$ cat src/rtl/ex_pkg.sv
// ----------------------------------------------------------------------------
// ex_pkg
// Types and constants shared by the EX-stage multiply/divide sequencer.
//   XLEN            : operand/result width (only 32 is supported)
//   muldiv_op_e     : RV32M funct3 encodings
//   muldiv_state_e  : sequencer FSM states
//   is_div()        : true for the four divide/remainder operations
// ----------------------------------------------------------------------------
package ex_pkg;

   localparam int XLEN = 32;

   typedef enum logic [2:0] {
      OP_MUL    = 3'b000,
      OP_MULH   = 3'b001,
      OP_MULHSU = 3'b010,
      OP_MULHU  = 3'b011,
      OP_DIV    = 3'b100,
      OP_DIVU   = 3'b101,
      OP_REM    = 3'b110,
      OP_REMU   = 3'b111
   } muldiv_op_e;

   typedef enum logic [1:0] {
      IDLE = 2'd0,
      CALC = 2'd1,
      FIX  = 2'd2,
      DONE = 2'd3
   } muldiv_state_e;

   function automatic logic is_div(input muldiv_op_e op);
      return (op inside {OP_DIV, OP_DIVU, OP_REM, OP_REMU});
   endfunction

endpackage : ex_pkg

$ cat src/rtl/ex_muldiv_seq_if.sv
// ----------------------------------------------------------------------------
// ex_muldiv_seq_if
// EX-stage <-> multiply/divide sequencer connection.
//   start  : EX instruction is an M-extension op (held while stalled)
//   funct3 : RV32M operation code
//   rs1    : operand A (dividend / multiplicand)
//   rs2    : operand B (divisor / multiplier)
//   flush  : abort any in-flight op
//   stall  : combinational pipeline hold request
//   done   : one-cycle result-valid pulse
//   result : 32-bit result, valid while done=1
// master = EX stage, slave = sequencer.
// ----------------------------------------------------------------------------
interface ex_muldiv_seq_if;

   logic                     start;
   logic [2:0]               funct3;
   logic [ex_pkg::XLEN-1:0]  rs1;
   logic [ex_pkg::XLEN-1:0]  rs2;
   logic                     flush;
   logic                     stall;
   logic                     done;
   logic [ex_pkg::XLEN-1:0]  result;

   modport master (
      output start, funct3, rs1, rs2, flush,
      input  stall, done, result
   );

   modport slave (
      input  start, funct3, rs1, rs2, flush,
      output stall, done, result
   );

endinterface : ex_muldiv_seq_if

$ cat src/rtl/muldiv_core.sv
// ----------------------------------------------------------------------------
// muldiv_core
// Iterative datapath for RV32M. On load, operands are converted to unsigned
// magnitudes and the result sign is recorded. Each step performs one
// shift-add (multiply) or one restoring shift-subtract (divide) iteration.
// fix_result applies the recorded sign and selects the requested word.
//   clk, rst_n : clock, async active-low reset
//   load       : capture op and operands (accept cycle)
//   step       : perform one iteration
//   op         : operation to capture on load
//   rs1, rs2   : operands to capture on load
//   fix_result : signed-corrected, word-selected result (valid after 32 steps)
// Register use: hi:lo is the 64-bit product for multiply; for divide, hi is
// the partial remainder and lo shifts dividend bits out / quotient bits in.
// ----------------------------------------------------------------------------
module muldiv_core
   import ex_pkg::*;
(
   input  logic             clk,
   input  logic             rst_n,
   input  logic             load,
   input  logic             step,
   input  muldiv_op_e       op,
   input  logic [XLEN-1:0]  rs1,
   input  logic [XLEN-1:0]  rs2,
   output logic [XLEN-1:0]  fix_result
);

   muldiv_op_e       op_q;
   logic             neg_q;
   logic [XLEN-1:0]  hi_q;
   logic [XLEN-1:0]  lo_q;
   logic [XLEN-1:0]  opnd_q;

   logic             a_signed, b_signed;
   logic             a_neg, b_neg;
   logic [XLEN-1:0]  a_mag, b_mag;
   logic             res_neg;

   logic [XLEN:0]    mul_sum;
   logic [XLEN:0]    div_shift;
   logic             div_ok;
   logic [XLEN-1:0]  div_rem;

   logic [2*XLEN-1:0] prod_fixed;
   logic [XLEN-1:0]   quo_fixed;
   logic [XLEN-1:0]   rem_fixed;

   // NOTE: every variable written in always_comb gets a default first, so no
   // path through the case can leave it unassigned and infer a latch.
   always_comb begin
      a_signed = 1'b0;
      b_signed = 1'b0;
      unique case (op)
         OP_MULH, OP_DIV, OP_REM: begin
            a_signed = 1'b1;
            b_signed = 1'b1;
         end
         OP_MULHSU: a_signed = 1'b1;
         default: ;
      endcase
   end

   assign a_neg = a_signed & rs1[XLEN-1];
   assign b_neg = b_signed & rs2[XLEN-1];
   assign a_mag = a_neg ? (~rs1 + 1'b1) : rs1;
   assign b_mag = b_neg ? (~rs2 + 1'b1) : rs2;
   // Remainder takes the dividend's sign; everything else is the XOR.
   assign res_neg = (op == OP_REM) ? a_neg : (a_neg ^ b_neg);

   // Multiply: add the multiplicand when the current multiplier bit is set,
   // then shift the 65-bit {carry, hi, lo} right by one.
   assign mul_sum = {1'b0, hi_q} + (lo_q[0] ? {1'b0, opnd_q} : '0);

   // Divide: shift the next dividend bit into the remainder and subtract the
   // divisor if it fits. The true difference is below 2^XLEN, so the
   // XLEN-bit wrapped subtraction is exact.
   assign div_shift = {hi_q, lo_q[XLEN-1]};
   assign div_ok    = div_shift[XLEN] | (div_shift[XLEN-1:0] >= opnd_q);
   assign div_rem   = div_shift[XLEN-1:0] - opnd_q;

   // NOTE: sequential state is updated with non-blocking assignments only, so
   // every register samples pre-edge values regardless of statement order.
   always_ff @(posedge clk or negedge rst_n) begin
      if (!rst_n) begin
         op_q   <= OP_MUL;
         neg_q  <= 1'b0;
         hi_q   <= '0;
         lo_q   <= '0;
         opnd_q <= '0;
      end else if (load) begin
         op_q   <= op;
         neg_q  <= res_neg;
         hi_q   <= '0;
         lo_q   <= is_div(op) ? a_mag : b_mag;
         opnd_q <= is_div(op) ? b_mag : a_mag;
      end else if (step) begin
         if (is_div(op_q)) begin
            hi_q <= div_ok ? div_rem : div_shift[XLEN-1:0];
            lo_q <= {lo_q[XLEN-2:0], div_ok};
         end else begin
            hi_q <= mul_sum[XLEN:1];
            lo_q <= {mul_sum[0], lo_q[XLEN-1:1]};
         end
      end
   end

   assign prod_fixed = neg_q ? (~{hi_q, lo_q} + 1'b1) : {hi_q, lo_q};
   assign quo_fixed  = neg_q ? (~lo_q + 1'b1) : lo_q;
   assign rem_fixed  = neg_q ? (~hi_q + 1'b1) : hi_q;

   always_comb begin
      fix_result = prod_fixed[XLEN-1:0];
      unique case (op_q)
         OP_MUL:                      fix_result = prod_fixed[XLEN-1:0];
         OP_MULH, OP_MULHSU, OP_MULHU: fix_result = prod_fixed[2*XLEN-1:XLEN];
         OP_DIV, OP_DIVU:             fix_result = quo_fixed;
         OP_REM, OP_REMU:             fix_result = rem_fixed;
         default: ;
      endcase
   end

endmodule : muldiv_core

$ cat src/rtl/ex_muldiv_seq.sv
// ----------------------------------------------------------------------------
// ex_muldiv_seq
// Iterative RV32M multiply/divide sequencer beside the EX-stage ALU. Accepts
// one op, stalls the pipeline through 32 iterations plus a sign-fix cycle,
// then pulses done with a registered result. Divide-by-zero and signed
// overflow skip straight to DONE with a fixed result.
//   clk   : clock
//   rst_n : async active-low reset
//   bus   : ex_muldiv_seq_if.slave (start/funct3/rs1/rs2/flush in,
//           stall/done/result out)
// ----------------------------------------------------------------------------
module ex_muldiv_seq
   import ex_pkg::*;
#(
   parameter int XLEN = ex_pkg::XLEN
)(
   input  logic                clk,
   input  logic                rst_n,
   ex_muldiv_seq_if.slave      bus
);

   localparam int CNT_W = $clog2(XLEN);

   muldiv_state_e    state_q, state_d;
   logic [CNT_W-1:0] cnt_q;
   logic             done_q;
   logic [XLEN-1:0]  result_q;

   muldiv_op_e       op;
   logic             accept;
   logic             div_zero;
   logic             div_ovf;
   logic             fast;
   logic [XLEN-1:0]  fast_val;
   logic [XLEN-1:0]  core_result;

   assign op     = muldiv_op_e'(bus.funct3);
   assign accept = (state_q == IDLE) & bus.start & ~bus.flush;

   // Corner cases resolved without iterating.
   assign div_zero = is_div(op) & (bus.rs2 == '0);
   assign div_ovf  = (op inside {OP_DIV, OP_REM}) &
                     (bus.rs1 == {1'b1, {(XLEN-1){1'b0}}}) &
                     (bus.rs2 == '1);
   assign fast     = div_zero | div_ovf;

   always_comb begin
      fast_val = '0;
      if (div_zero) begin
         fast_val = (op inside {OP_REM, OP_REMU}) ? bus.rs1 : '1;
      end else if (div_ovf) begin
         fast_val = (op == OP_REM) ? '0 : {1'b1, {(XLEN-1){1'b0}}};
      end
   end

   always_comb begin
      state_d = state_q;
      unique case (state_q)
         IDLE: if (accept) state_d = fast ? DONE : CALC;
         CALC: if (cnt_q == CNT_W'(XLEN-1)) state_d = FIX;
         FIX:  state_d = DONE;
         DONE: state_d = IDLE;
         default: state_d = IDLE;
      endcase
      if (bus.flush) state_d = IDLE;
   end

   always_ff @(posedge clk or negedge rst_n) begin
      if (!rst_n) begin
         state_q  <= IDLE;
         cnt_q    <= '0;
         done_q   <= 1'b0;
         result_q <= '0;
      end else begin
         state_q <= state_d;
         if (accept)                 cnt_q <= '0;
         else if (state_q == CALC)   cnt_q <= cnt_q + 1'b1;
         // done and result are registered on entry to DONE; a flush forces
         // state_d to IDLE, which suppresses both.
         done_q <= (state_d == DONE);
         if (state_d == DONE) begin
            result_q <= (state_q == IDLE) ? fast_val : core_result;
         end
      end
   end

   muldiv_core u_core (
      .clk        (clk),
      .rst_n      (rst_n),
      .load       (accept),
      .step       (state_q == CALC),
      .op         (op),
      .rs1        (bus.rs1),
      .rs2        (bus.rs2),
      .fix_result (core_result)
   );

   assign bus.stall  = accept | (state_q == CALC) | (state_q == FIX);
   assign bus.done   = done_q;
   assign bus.result = result_q;

endmodule : ex_muldiv_seq
$ cat src/flat_wrapper.sv
// flat-port wrapper written by rule: the top's interface ports become plain ports
module ex_muldiv_seq_flat import ex_pkg::*;
#(
   parameter int XLEN = ex_pkg::XLEN
)
  (clk, rst_n, bus_start, bus_funct3, bus_rs1, bus_rs2, bus_flush, bus_stall, bus_done, bus_result);
  ex_muldiv_seq_if bus_i ();
  input  logic clk;
  input  logic rst_n;
  input wire logic [$bits(bus_i.start)-1:0] bus_start;
  input wire logic [$bits(bus_i.funct3)-1:0] bus_funct3;
  input wire logic [$bits(bus_i.rs1)-1:0] bus_rs1;
  input wire logic [$bits(bus_i.rs2)-1:0] bus_rs2;
  input wire logic [$bits(bus_i.flush)-1:0] bus_flush;
  output wire logic [$bits(bus_i.stall)-1:0] bus_stall;
  output wire logic [$bits(bus_i.done)-1:0] bus_done;
  output wire logic [$bits(bus_i.result)-1:0] bus_result;
  assign bus_i.start = bus_start;
  assign bus_i.funct3 = bus_funct3;
  assign bus_i.rs1 = bus_rs1;
  assign bus_i.rs2 = bus_rs2;
  assign bus_i.flush = bus_flush;
  assign bus_stall = bus_i.stall;
  assign bus_done = bus_i.done;
  assign bus_result = bus_i.result;
  ex_muldiv_seq #(.XLEN(XLEN)) u_core (.clk(clk), .rst_n(rst_n), .bus(bus_i));
endmodule
$ cat config.mk
export PLATFORM = sky130hd
export DESIGN_NAME = ex_muldiv_seq_flat
export DESIGN_NICKNAME = d
export VERILOG_FILES = /design/src/rtl/ex_pkg.sv /design/src/rtl/ex_muldiv_seq_if.sv /design/src/rtl/muldiv_core.sv /design/src/rtl/ex_muldiv_seq.sv /design/src/flat_wrapper.sv
export SDC_FILE = /design/constraint.sdc
export NUM_CORES = 1
export LEC_CHECK = 0
export BUFFER_PORTS_ARGS = -buffer_cell sky130_fd_sc_hd__buf_2
export CAP_MARGIN = 20
export CELL_PAD_IN_SITES_DETAIL_PLACEMENT = 0
export CELL_PAD_IN_SITES_GLOBAL_PLACEMENT = 1
export CORE_MARGIN = 3
export CORE_UTILIZATION = 47
export CTS_CLUSTER_SIZE = 10
export DETAILED_ROUTE_END_ITERATION = 7
export GPL_ROUTABILITY_DRIVEN = 0
export PLACE_DENSITY_LB_ADDON = 0.25
export SLEW_MARGIN = 10
export SYNTH_ARGS = -nofsm -noshare
export SYNTH_HDL_FRONTEND = slang
export SYNTH_HIERARCHICAL = 1
export SYNTH_SLANG_ARGS = --single-unit
$ cat constraint.sdc
create_clock -name clk -period 4.34 [get_ports clk]
set_clock_uncertainty 0.2 [all_clocks]
set_input_delay 0.217 -clock clk [delete_from_list [all_inputs] [get_ports clk]]
set_output_delay 0.217 -clock clk [all_outputs]
set_load 0.02 [all_outputs]
# Yosys cells after proc, flatten, opt, wreduce, memory -nomap -nowiden
# Cells that the tools add are included.
word_totals:
  register_bits: 140
  input_bits: 71
op_classes:
  n_reduce_logical: 13
  magnitude_cmp: 1
  muxes: 31
  bitwise: 18
  addsub: 8
  n_eq_ne: 20
ops:
  columns: ["operator", "n"]
  rows:
  - ["two-way mux 32 bit", 19]
  - ["adder 32 x 1 -> 32 bit (second input constant)", 4]
  - ["inverter 32 bit", 4]
  - ["case mux 32 bit (4 select lines)", 1]
  - ["adder 64 x 1 -> 64 bit (second input constant)", 1]
  - ["== test 32 bit (second input constant)", 2]
  - ["two-way mux 64 bit", 1]
  - ["inverter 64 bit", 1]
  - ["adder 32 x 32 -> 33 bit", 1]
  - [">= comparator 32 bit", 1]
  - ["logical NOT 32 bit", 1]
  - ["subtractor 32 bit", 1]
  - ["== test 3 bit (second input constant)", 8]
  - ["two-way mux 5 bit", 2]
  - ["== test 3 x 2 -> 1 bit (second input constant)", 3]
  - ["two-way mux 2 bit", 4]
  - ["case mux 2 bit (4 select lines)", 1]
  - ["nonzero test 4 bit", 2]
  - ["bitwise AND 1 bit", 7]
  - ["== test 2 bit (second input constant)", 3]
  - ["== test 3 x 1 -> 1 bit (second input constant)", 2]
  - ["nonzero test 2 bit", 3]
  - ["OR reduction 3 bit", 2]
  - ["adder 5 x 1 -> 5 bit (second input constant)", 1]
  - ["other kinds (10)", 16]

# Depth between registers and ports, before layout
logic_depth:
  depth_word: 10
  depth_mapped: 15

# By module
# The synthesis kept the hierarchy.
modules_own_cells:
  columns: ["mod", "area_each_um2", "n_inst", "cells_per_inst"]
  rows:
  - ["muldiv_core", 12539.5, 1, 1743]
  - ["ex_muldiv_seq", 2493.6, 1, 254]

# Worst setup path before layout
# No wires, ideal clock.
synth_path:
  kind: "reg2reg"
  startpoint: "register u_core.u_core.lo_q[0]"
  endpoint: "register u_core.result_q[22], in the netlist u_core/bus.result[22]"
  t_arrival_ns: 3.397
  setup_ns: 0.125
  path_stages_with_launch: 16
  period_less_slack_ns: 3.723
  path_slack_ns: 0.617
  cell_sequence: "dfrtp_1 -> inv_1 -> buf_1 -> ha_1 -> inv_1 -> or4_4 -> nor4_4 -> nand2_2 -> a2111o_1 -> a2111oi_2 -> a2bb2oi_2 -> xor2_1 -> o21ai_1 -> nand2_1 -> o21ai_0 -> mux2_4"
synth_via:
  elab_chain_len: 5
  word_cells_on_any_way: 8
synth_rtl:
  columns: ["element", "line_no", "text"]
  rows:
  - ["from (decl)", "muldiv_core.sv:32", "logic [XLEN-1:0] lo_q;"]
  - ["from (signal assigned)", "muldiv_core.sv:95", "lo_q <= is_div(op) ? a_mag : b_mag;"]
  - ["from (signal assigned)", "muldiv_core.sv:100", "lo_q <= {lo_q[XLEN-2:0], div_ok};"]
  - ["from (signal assigned)", "muldiv_core.sv:103", "lo_q <= {mul_sum[0], lo_q[XLEN-1:1]};"]
  - ["inverter 64 bit / inverter 32 bit (equally long branches)", "muldiv_core.sv:108, muldiv_core.sv:109", null]
  - ["adder 64 x 1 -> 64 bit / adder 32 x 1 -> 32 bit (equally long branches)", "muldiv_core.sv:108, muldiv_core.sv:109", null]
  - ["two-way mux 64 bit / two-way mux 32 bit (equally long branches)", "muldiv_core.sv:108, muldiv_core.sv:109", null]
  - ["case mux 32 bit (4 select lines) (*)", "muldiv_core.sv:114", "unique case (op_q)"]
  - ["via u_core.core_result[22]", "ex_muldiv_seq.sv:35", "logic [XLEN-1:0] core_result;"]
  - ["two-way mux 32 bit (*)", "ex_muldiv_seq.sv:82", "result_q <= (state_q == IDLE) ? fast_val : core_result;"]
  - ["to (signal assigned)", "ex_muldiv_seq.sv:82", null]
  - ["to (decl)", "ex_muldiv_seq.sv:27", "logic [XLEN-1:0] result_q;"]
# Mark *: on every way through the listed nets, which the timed path passes. The rest lies on a longest branch.
# A chain may end at the register's enable or synchronous reset.

# Worst setup path in the final report
layout_path:
  startpoint: "register u_core.u_core.lo_q[3]"
  endpoint: "register u_core.result_q[29], in the netlist u_core/bus.result[29]"
# The elaborated chain is that of the path after synthesis.

==> metrics <==
die area 34200 µm²; FFs w/ async S/R, synth 1.00; Port Buffers 104; placed cell area between 15000 and 20000 µm²; HP Class primary input to register; first-pass iteration count of the detailed router 5; Net Sw Frac 0.504; Relative slew margins 0.366; Main synth FF type dfrtp_1; P_leak ~7 nW; Critical Path Stages 12; Most common cell on crit path o21ai_0; Slew Limit Fails 0; global-route wire length before repair 83.9 mm; Layout Area Growth over Synthesis 10.0%; clk_lat worst skew 0.44 ns; CTS Sinks 140; worst hold endpoint u_core/bus.result[31]$_DFFE_PN0N_; CTS Root Cell clkbuf_16; layout net count approximately 2200; Final Cycle Share 0.939; most frequent cells in the layout o21ai_0, nand2_1, nor2_1; power share of the clock group 0.157; crit path time final 4.07 ns; number of synthesized register bits 140; DR WL/cell 22.4 µm; delay-heaviest family, CP simple AND/OR/NAND/NOR gates; Hold Crit Depth 4; syn nets 2140; endpoint class of the critical path register; via count 15800; Logic pwr share 0.610; drt via density 6.45; Synth top area share 0.233; distinct cell type count after synthesis 78; clock slew at reported path FFs 0.06 ns; Fin Setup TNS 0 ns; Routed WL 54.8 mm; area leader, netlist dfrtp_1; number of DRC markers in iteration 0 1937; Bufs and invs on worst path 1; CP required between 4 and 5 ns; Worst Setup Start Kind register; Synth Cell Area 15000 µm²; Fmax 245 MHz; critical path arrival roughly 4.2 ns; cell row count 64; Max Cap Violations 0; Bufs on Longest Clock Path 2; top cells by area, synth dfrtp_1, o21ai_0, nand2_1; Hold Path Origin bus_start; Final Hold Fails 0; worst reg2reg path endpoint u_core/bus.result[29]$_DFFE_PN0N_; top fanout value on the critical path 10; htree depth 4; most common cell after layout, fill and taps aside o21ai_0; Post-CTS Setup Inserts 0; CP peak stage delay 0.58 ns; cell count after synthesis 1997; gr usage total 0.314; Syn Area/Cell 7.53 µm²; Core Footprint approximately 31000 µm²; Num CTS Buffers 17; top-level I/O count 105; largest net degree at the start of global routing 119; TritonCTS clock tree done; Final Util 0.532; Int Power 0.00481 W; critical-path cell list or4_1, or4_1, nor4_2, nand3_1, o21ai_0, buf_4, nand4_1, o21a_1, o21ai_0, nand2_1, o21ai_0, mux2_2; initial antenna violation count 0; R2R Setup Slk 0.27 ns; worst slew pin tran around 0.95 ns; crit path kind register to register; Switch Pwr 0.00488 W; number of flops mapped to enable cells by yosys 0; DP HPWL roughly 42 mm; path depth of the worst reg2reg path 12; Hold WS approximately 0.021 ns; # DRC 0; Pwr Density 586 nW/µm²; crit path max-delay cell type or4_1; endpoints failing setup 0; total grt overflow 0; Seq pwr share 0.233; chip height ~180 µm; RSZ-0062 raised after global routing false; vias in the first global route 14300; VDD IR max around 320 µV; sequential share of the synthesized area 0.233; fin area 16500 µm²; RR Startpoint u_core/u_core/lo_q[3]$_DFFE_PN0P_; Horiz. Die Dim 185 µm; outcome complete, no violations; n_diodes 0; ANT nets after route 0; Initial Util 0.484; layout cells sized above 1 0.124; Ys Warns 6
worst max path at each step:
stage	startpoint	to
floorplan	u_core/u_core/lo_q[0]$_DFFE_PN0P_	u_core/bus.result[22]$_DFFE_PN0N_
global placement	u_core/u_core/hi_q[1]$_DFFE_PN0P_	u_core/bus.result[15]$_DFFE_PN0N_
detailed placement	u_core/u_core/hi_q[1]$_DFFE_PN0P_	u_core/bus.result[15]$_DFFE_PN0N_
CTS	u_core/u_core/hi_q[1]$_DFFE_PN0P_	u_core/bus.result[15]$_DFFE_PN0N_
global route	u_core/u_core/lo_q[3]$_DFFE_PN0P_	u_core/bus.result[29]$_DFFE_PN0N_
finish	u_core/u_core/lo_q[3]$_DFFE_PN0P_	u_core/bus.result[29]$_DFFE_PN0N_
final cells by class:
class,count,area (µm²)
repair buffers,154,937
multi-input cells,1656,10700
fillers,3083,14500
flip-flops and latches,140,3510
clock inverters,9,110
well taps,396,495
inverters,67,256
clock buffers,23,488
layer usage:
| layer | routed length (µm) | vias to the layer above | GRT usage |
|---|---|---|---|
| met5 | 0 | - | 0 |
| met4 | 1840 | 0 | 0.108 |
| met3 | 4470 | 97 | 0.0595 |
| met2 | 23900 | 697 | 0.471 |
| met1 | 24600 | 7598 | 0.453 |
| li1 | - | 7369 | - |
cells in the mapped netlist (all sizes together), types with 5 or more instances:
library cell,n
o22ai,9
o21ai,259
xnor2,83
nand4,31
nand2b,18
and3,9
inv,65
nand3,23
mux2,39
o21a,15
a221o,6
nor4,25
a211oi,7
mux2i,69
buf,17
o221ai,34
dfrtp,140
nand3b,6
clkbuf,117
or2,10
o31a,7
and4,5
ha,70
nor2b,9
a21oi,132
or3,21
o21bai,6
nor3,42
a31oi,23
xor2,73
and2,10
o31ai,26
a21o,36
nor2,178
or4,15
nand2,241
o41ai,8
o211ai,46
a22oi,9
flip-flops by register name (all words and copies together) (netlist names):
name and cells:
u_core/bus.result 32, u_core/u_core/hi_q 32, u_core/u_core/lo_q 32, u_core/u_core/opnd_q 32
u_core/cnt_q 5, u_core/u_core/op_q 3, u_core/state_q 2, u_core/bus.done 1
u_core/u_core/neg_q 1
cell families (layout without fill, tap and decap cells):
group	count (synthesis)	count (layout)	synth area share
adders and majority gates	72	72	0.0609
DFF	140	140	0.233
buffers and inverters	201	253	0.0538
xor gates and xnor gates	156	156	0.0909
and+or+nand+nor	657	657	0.206
muxes	108	108	0.0821
AOI/OAI and AO/OA	663	663	0.273
through the flow:
stage                     power (W)  std cells  setup WS [ns]
final                       0.00969       2445          0.266
after detailed placement    0.00802       2409          0.311
after floorplan             0.00627       1997          0.617
after global placement      0.00795       2409          0.371
after global routing         0.0104       2445         0.0178
after CTS                   0.00957       2445          0.308
power groups by stage:
stage | sequential [W] | clock [W] | combinational (W)
after floorplan | 0.00195 | 0 | 0.00431
after global placement | 0.00225 | 0 | 0.00570
after detailed placement | 0.00226 | 0 | 0.00576
after CTS | 0.00224 | 0.00153 | 0.00580
after global routing | 0.00231 | 0.00159 | 0.00650
final | 0.00226 | 0.00152 | 0.00591
timing repair:
item	CTS	global route
gates resized for setup	0	1
hold buffers	4	0
setup endpoints to repair	0	1
hold endpoints to repair	94	0
worst min-delay path, cell delays in order:
cell	delay [ns]
buf_2	0.13
nand4_1	0.09
nand3b_1	0.08
o31a_1	0.10
No activity file was read; power rests on OpenSTA's default activity.
